`config.mk`:
```
export PLATFORM = sky130hd
export DESIGN_NAME = uart_tx_scheduler
export DESIGN_NICKNAME = d
export VERILOG_FILES = /design/src/rtl/uart_pkg.sv /design/src/rtl/uart_rr_arbiter.sv /design/src/rtl/uart_tx_scheduler.sv
export SDC_FILE = /design/constraint.sdc
export NUM_CORES = 1
export LEC_CHECK = 0
export CAP_MARGIN = 5
export CORE_MARGIN = 2
export CORE_UTILIZATION = 56
export DETAILED_ROUTE_END_ITERATION = 10
export PLACE_DENSITY = 0.82
export SLEW_MARGIN = 10
export SYNTH_ARGS = -nofsm -noshare
export SYNTH_HDL_FRONTEND = slang
export SYNTH_HIERARCHICAL = 1
export SYNTH_SLANG_ARGS = --single-unit
```
`constraint.sdc`:
```
create_clock -name clk -period 3.66 [get_ports clk]
set_input_delay 0.732 -clock clk [delete_from_list [all_inputs] [get_ports clk]]
set_output_delay 0.732 -clock clk [all_outputs]
set_load 0.02 [all_outputs]
```
`src/rtl/uart_pkg.sv`:
```
`default_nettype none
// ============================================================================
// Module : uart_pkg
// Brief  : Shared UART types, constants and helpers (TX scheduler, baud gen, RX)
// Rev    : 1.0
// ============================================================================
package uart_pkg;

    typedef logic [1:0] state_t;

    localparam state_t ST_IDLE  = 2'd0;
    localparam state_t ST_START = 2'd1;
    localparam state_t ST_DATA  = 2'd2;
    localparam state_t ST_STOP  = 2'd3;

    localparam int DATA_BITS = 8;

    function automatic int calc_div(input int clk_freq, input int baud);
        return clk_freq / baud;
    endfunction

    function automatic int clog2(input int v);
        int r;
        r = 0;
        while ((1 << r) < v) r++;
        return r;
    endfunction

endpackage
`default_nettype wire

```
`src/rtl/uart_rr_arbiter.sv`:
```
`default_nettype none
// ============================================================================
// Module : uart_rr_arbiter
// Brief  : Combinational round-robin pick, searching upward from pointer+1
// Rev    : 1.0
// ============================================================================
module uart_rr_arbiter
    import uart_pkg::*;
#(
    parameter int N  = 4,
    parameter int IW = clog2(N)
) (
    input  logic [N-1:0]  req,
    input  logic [IW-1:0] pointer,
    input  logic          enable,
    output logic [N-1:0]  grant,
    output logic [IW-1:0] index
);

    logic          w_hi_any;
    logic          w_lo_any;
    logic [IW-1:0] w_hi_idx;
    logic [IW-1:0] w_lo_idx;

    // Scanning downward leaves the lowest matching index in each candidate;
    // the "above pointer" candidate wins, otherwise wrap to the lowest overall.
    always_comb begin
        w_hi_any = 1'b0;
        w_lo_any = 1'b0;
        w_hi_idx = '0;
        w_lo_idx = '0;
        for (int i = N - 1; i >= 0; i--) begin
            if (req[i]) begin
                if (IW'(i) > pointer) begin
                    w_hi_any = 1'b1;
                    w_hi_idx = IW'(i);
                end
                w_lo_any = 1'b1;
                w_lo_idx = IW'(i);
            end
        end
    end

    always_comb begin
        grant = '0;
        index = '0;
        if (enable && (w_hi_any || w_lo_any)) begin
            index = w_hi_any ? w_hi_idx : w_lo_idx;
            grant = N'(1) << index;
        end
    end

endmodule
`default_nettype wire

```
`src/rtl/uart_tx_scheduler.sv`:
```
`default_nettype none
// ============================================================================
// Module : uart_tx_scheduler
// Brief  : Round-robin shared 8N1 UART transmitter with internal bit timing
// Rev    : 1.0
// ============================================================================
module uart_tx_scheduler
    import uart_pkg::*;
#(
    parameter int CLK_FREQ  = 50_000_000,
    parameter int BAUD_RATE = 115200,
    parameter int N_REQ     = 4
) (
    input  logic                      clk,
    input  logic                      reset,
    input  logic [N_REQ-1:0]          req,
    input  logic [8*N_REQ-1:0]        req_data,
    output logic [N_REQ-1:0]          ack,
    output logic                      busy,
    output logic [clog2(N_REQ)-1:0]   owner,
    output logic                      frame_done,
    output logic                      txd
);

    localparam int              DIV    = calc_div(CLK_FREQ, BAUD_RATE);
    localparam int              OW     = clog2(N_REQ);
    localparam int              CW     = 20;
    localparam logic [CW-1:0]   C_LAST = CW'(DIV - 1);
    localparam logic [2:0]      C_LBIT = 3'(DATA_BITS - 1);

    state_t          r_state;
    logic [CW-1:0]   r_baud;
    logic [2:0]      r_bit;
    logic [7:0]      r_shift;
    logic [OW-1:0]   r_ptr;
    logic [OW-1:0]   r_owner;
    logic            r_txd;

    logic [N_REQ-1:0] w_grant;
    logic [OW-1:0]    w_index;
    logic [7:0]       w_byte;
    logic             w_bound;

    uart_rr_arbiter #(
        .N       (N_REQ),
        .IW      (OW)
    ) u_arb (
        .req     (req),
        .pointer (r_ptr),
        .enable  (r_state == ST_IDLE),
        .grant   (w_grant),
        .index   (w_index)
    );

    always_comb begin
        w_byte = '0;
        for (int i = 0; i < N_REQ; i++) begin
            if (w_index == OW'(i)) w_byte = req_data[8*i +: 8];
        end
    end

    assign w_bound    = (r_baud == C_LAST);
    assign ack        = w_grant;
    assign busy       = (r_state != ST_IDLE);
    assign frame_done = (r_state == ST_STOP) && w_bound;
    assign owner      = r_owner;
    assign txd        = r_txd;

    // txd is registered, so each level is scheduled one cycle ahead of the
    // state it belongs to; the start bit shows up the cycle after ack.
    always_ff @(posedge clk or posedge reset) begin
        if (reset) begin
            r_state <= ST_IDLE;
            r_baud  <= '0;
            r_bit   <= '0;
            r_shift <= '0;
            r_ptr   <= OW'(N_REQ - 1);
            r_owner <= '0;
            r_txd   <= 1'b1;
        end else begin
            case (r_state)
                ST_IDLE: begin
                    if (|w_grant) begin
                        r_state <= ST_START;
                        r_baud  <= '0;
                        r_shift <= w_byte;
                        r_owner <= w_index;
                        r_ptr   <= w_index;
                        r_txd   <= 1'b0;
                    end
                end
                ST_START: begin
                    if (w_bound) begin
                        r_state <= ST_DATA;
                        r_baud  <= '0;
                        r_bit   <= '0;
                        r_txd   <= r_shift[0];
                        r_shift <= r_shift >> 1;
                    end else begin
                        r_baud  <= r_baud + 1'b1;
                    end
                end
                ST_DATA: begin
                    if (w_bound) begin
                        r_baud <= '0;
                        if (r_bit == C_LBIT) begin
                            r_state <= ST_STOP;
                            r_txd   <= 1'b1;
                        end else begin
                            r_bit   <= r_bit + 1'b1;
                            r_txd   <= r_shift[0];
                            r_shift <= r_shift >> 1;
                        end
                    end else begin
                        r_baud <= r_baud + 1'b1;
                    end
                end
                default: begin
                    if (w_bound) begin
                        r_state <= ST_IDLE;
                        r_baud  <= '0;
                    end else begin
                        r_baud  <= r_baud + 1'b1;
                    end
                end
            endcase
        end
    end

endmodule
`default_nettype wire
```
==> run_results.csv <==
group,metric,value,unit
worst_setup_path,crit_family,"simple AND/OR/NAND/NOR gates",
power_and_ir_drop,fin_total_pwr,785.8,uW
cts,clock_path_buffers,2,
layout,area_delta_synth_final,26.11,%
hold_path,min_path_cells,2,
cts,ctsHoldBuffers,0,
worst_setup_path,worstPathRequired,3.84,ns
route,first_pass_iters,4,
sta,tightest_slew,0.7750,ns
worst_setup_path,crit-reg2reg-launch,"r_ptr[0]",
worst_setup_path,r2r_slack,0.88,ns
route,wirelength,5.920,mm
global_routing,grt_start_max_net_pins,21,
route,via_per_inst,6.107,
yosys,syn_nets,304,
cts,cts_tree,"done",
yosys,yosysMostFrequentCell,"nand2_1",
place,dp.cells,356,
yosys,synth_top_flop_cell,"dfrtp_1",
die,rows,24,
sta,min_period,3.302,ns
worst_setup_path,slowest_stage,"clkdlybuf4s50_1",
route,drtIter0Drc,172,
route,drcViolationCount,0,
worst_setup_path,startpoint_type,"input pin",
sta,fmaxAchievable,302.9,MHz
layout,num_antenna_cells,0,
yosys,synth-seq-cells,38,
yosys,ys_top_cells_by_count,"39 x nand2_1, 35 x dfrtp_1, 17 x o21ai_0, 16 x mux2_2, 13 x a21oi_1",
outcome,status,"complete, no violations",
yosys,synth_top_cell_area_share,34.95,%
yosys,netlist_top_cells_area,"dfrtp_1 35%, mux2_2 7.2%, mux4_2 7.2%",
yosys,ys_types,46,
sta,setup_viol,0,
sta,slew_violations,0,
power_and_ir_drop,peakVddDrop,0.2624,mV
cts,cts_root_buffer,"clkbuf_8",
sta,slew-limit-headroom,48.27,%
yosys,synth_edf_count,0,
die,initial_core_util,57.96,%
worst_setup_path,cp-end-kind,"flip-flop",
worst_setup_path,critical_path_class,"input pin to flip-flop",
worst_setup_path,worstPathCellList,"clkdlybuf4s50_1 > nor2b_1 > a21oi_1 > o221a_2 > nor3b_1 > nor4_1 > and2_1 > nor2_1 > nand3_4 > mux2_2",
hold_path,hold_path_class,"flip-flop to flip-flop",
route,detail-route-antenna-nets,0,
sta,fin_skew,0.002411,ns
route,wl_per_cell,16.26,um
layout,nets,358,
yosys,yosys_warnings,6,
sta,tns,0,ns
worst_setup_path,slowest_delay,0.59,ns
worst_setup_path,crit_buf_inv,1,
hold_path,worstHoldStart,"owner[1]",
sta,finalCritPeriodShare,90.22,%
route,vias,2223,
yosys,synth.cell_area,2506,um2
place,dpl.hpwl,4.434,mm
die,die_y,70.90,um
yosys,syn_inst,257,
yosys,synthArstFlopShare,100.0,%
die,die_w,70.90,um
worst_setup_path,r2r-end,"r_shift[7]",
power_and_ir_drop,p_per_area,248.6,nW/um2
die,ioPinCount,47,
layout,utilization,73.09,%
layout,fillers,318,
global_routing,grt_pass1_vias,2219,
cts,cts_buffers,5,
global_routing,grt_use_met2,39.98,%
layout,drive_above_1_share,16.67,%
global_routing,grt_use_total,24.98,%
layout,instances_no_fill,364,
power_and_ir_drop,power.leakage,0.001422,uW
die,coreArea,4324,um2
sta,final-hold-violation-count,0,
cts,path_clk_slew,0.07,ns
sta,rsz0062_at_grt,"false",
yosys,synth_top_area_cell,"dfrtp_1",
cts,cts_htree_levels,2,
place,io_buffer_count,46,
worst_setup_path,worstPathMaxFanout,8,
yosys,ys_seq_area_share,38.09,%
global_routing,grt_busiest_layer,"met2",
worst_setup_path,worstPathArrival,3.48,ns
global_routing,grt_overflow,0,
global_routing,grt_pass1_wl,10.05,mm
cts,numClockSinks,38,
cts,insertion_delay,0.29,ns
flow_run,drv_cap,0,
global_routing,grt_antenna_before_repair,0,
yosys,avgSynthCellArea,9.752,um2
worst_setup_path,worstRegToRegCells,9,
die,die_area,5026,um2
hold_path,hold-path-endpoint,"owner[1]",
global_routing,grt.met1_usage,33.86,%
place,place_congestion,0.8176,
global_routing,grt_util_met3,4.986,%
metal layers:
metal / vias to the layer above / share of wire [%]
li1: 1061 / -
met4: 0 / 0.73
met2: 68 / 50
met1: 1087 / 44
met5: - / 0
met3: 7 / 5.1
kinds of logic (layout without fill, tap and decap cells):
group,after synthesis,in the layout,synth area share [%]
and+or+nand+nor,102,102,21.47
AOI/OAI and AO/OA,57,57,15.38
DFF,38,38,38.09
muxes,25,25,14.78
buffers and inverters,19,74,3.345
adders and majority gates,9,9,4.493
xor gates and xnor gates,7,7,2.446
power breakdown:
part | switching (uW) | internal [uW]
Clock | 145 | 154
Combinational | 22.3 | 45.0
Sequential | 0 | 420
Total | 167 | 618
worst max path at each step:
stage	from	to	slack, ns	cells after the start
after floorplan	req[1]	r_shift[0]	0.70	9
after global placement	req[3]	ack[3]	0.11	6
after detailed placement	req[3]	ack[2]	0.08	6
after CTS	req[3]	ack[2]	0.06	6
after global routing	req[1]	r_shift[7]	0.12	10
final	req[1]	r_shift[7]	0.36	10
cells in the final DEF, fill, tap and decap left out, drive strengths merged, types with 8 or more instances in the layout:
cell type / count
mux4: 8
dfrtp: 35
clkbuf: 8
a31oi: 12
buf: 10
a21oi: 13
clkdlybuf4s50: 42
nor2: 11
mux2: 16
o21ai: 18
ha: 9
nand2: 39
inv: 10
sequential cells by signal, indices dropped and copies added, names as in the netlist:
register,count
owner,2
r_baud,20
r_bit,3
r_ptr,2
r_shift,8
r_state,2
txd,1
per-stage QoR:
stage	cell area (um2)	setup WS [ns]	hold WS, ns
final	3161	0.3581	0.4775
after global routing	3161	0.1235	0.5097
after CTS	3151	0.06030	0.4838
after detailed placement	3060	0.07956	0.4666
after global placement	3060	0.1133	0.4583
after floorplan	2506	0.6964	0.4576
area by class of cell:
cell class	instances	area (um2)	area share (%)
Timing Repair Buffer	56	545.5	17.26
Tap cell	52	65.06	2.059
Multi-Input combinational cell	200	1468	46.44
Clock buffer	8	90.09	2.850
Sequential cell	38	954.7	30.21
Inverter	10	37.54	1.188
worst register-to-register path: cells and delay by family, from the launching register on:
kind | cells | cell delay [ns]
flops | 1 | 0.58
mux | 1 | 0.35
compound gates | 2 | 0.46
simple gates | 6 | 1.27
what timing repair did:
| item | CTS | global route |
|---|---|---|
| setup buffers | 0 | 0 |
| gates resized for setup | 0 | 4 |
| endpoints found under the setup margin | 0 | 4 |
(Power assumes the default switching activity.)
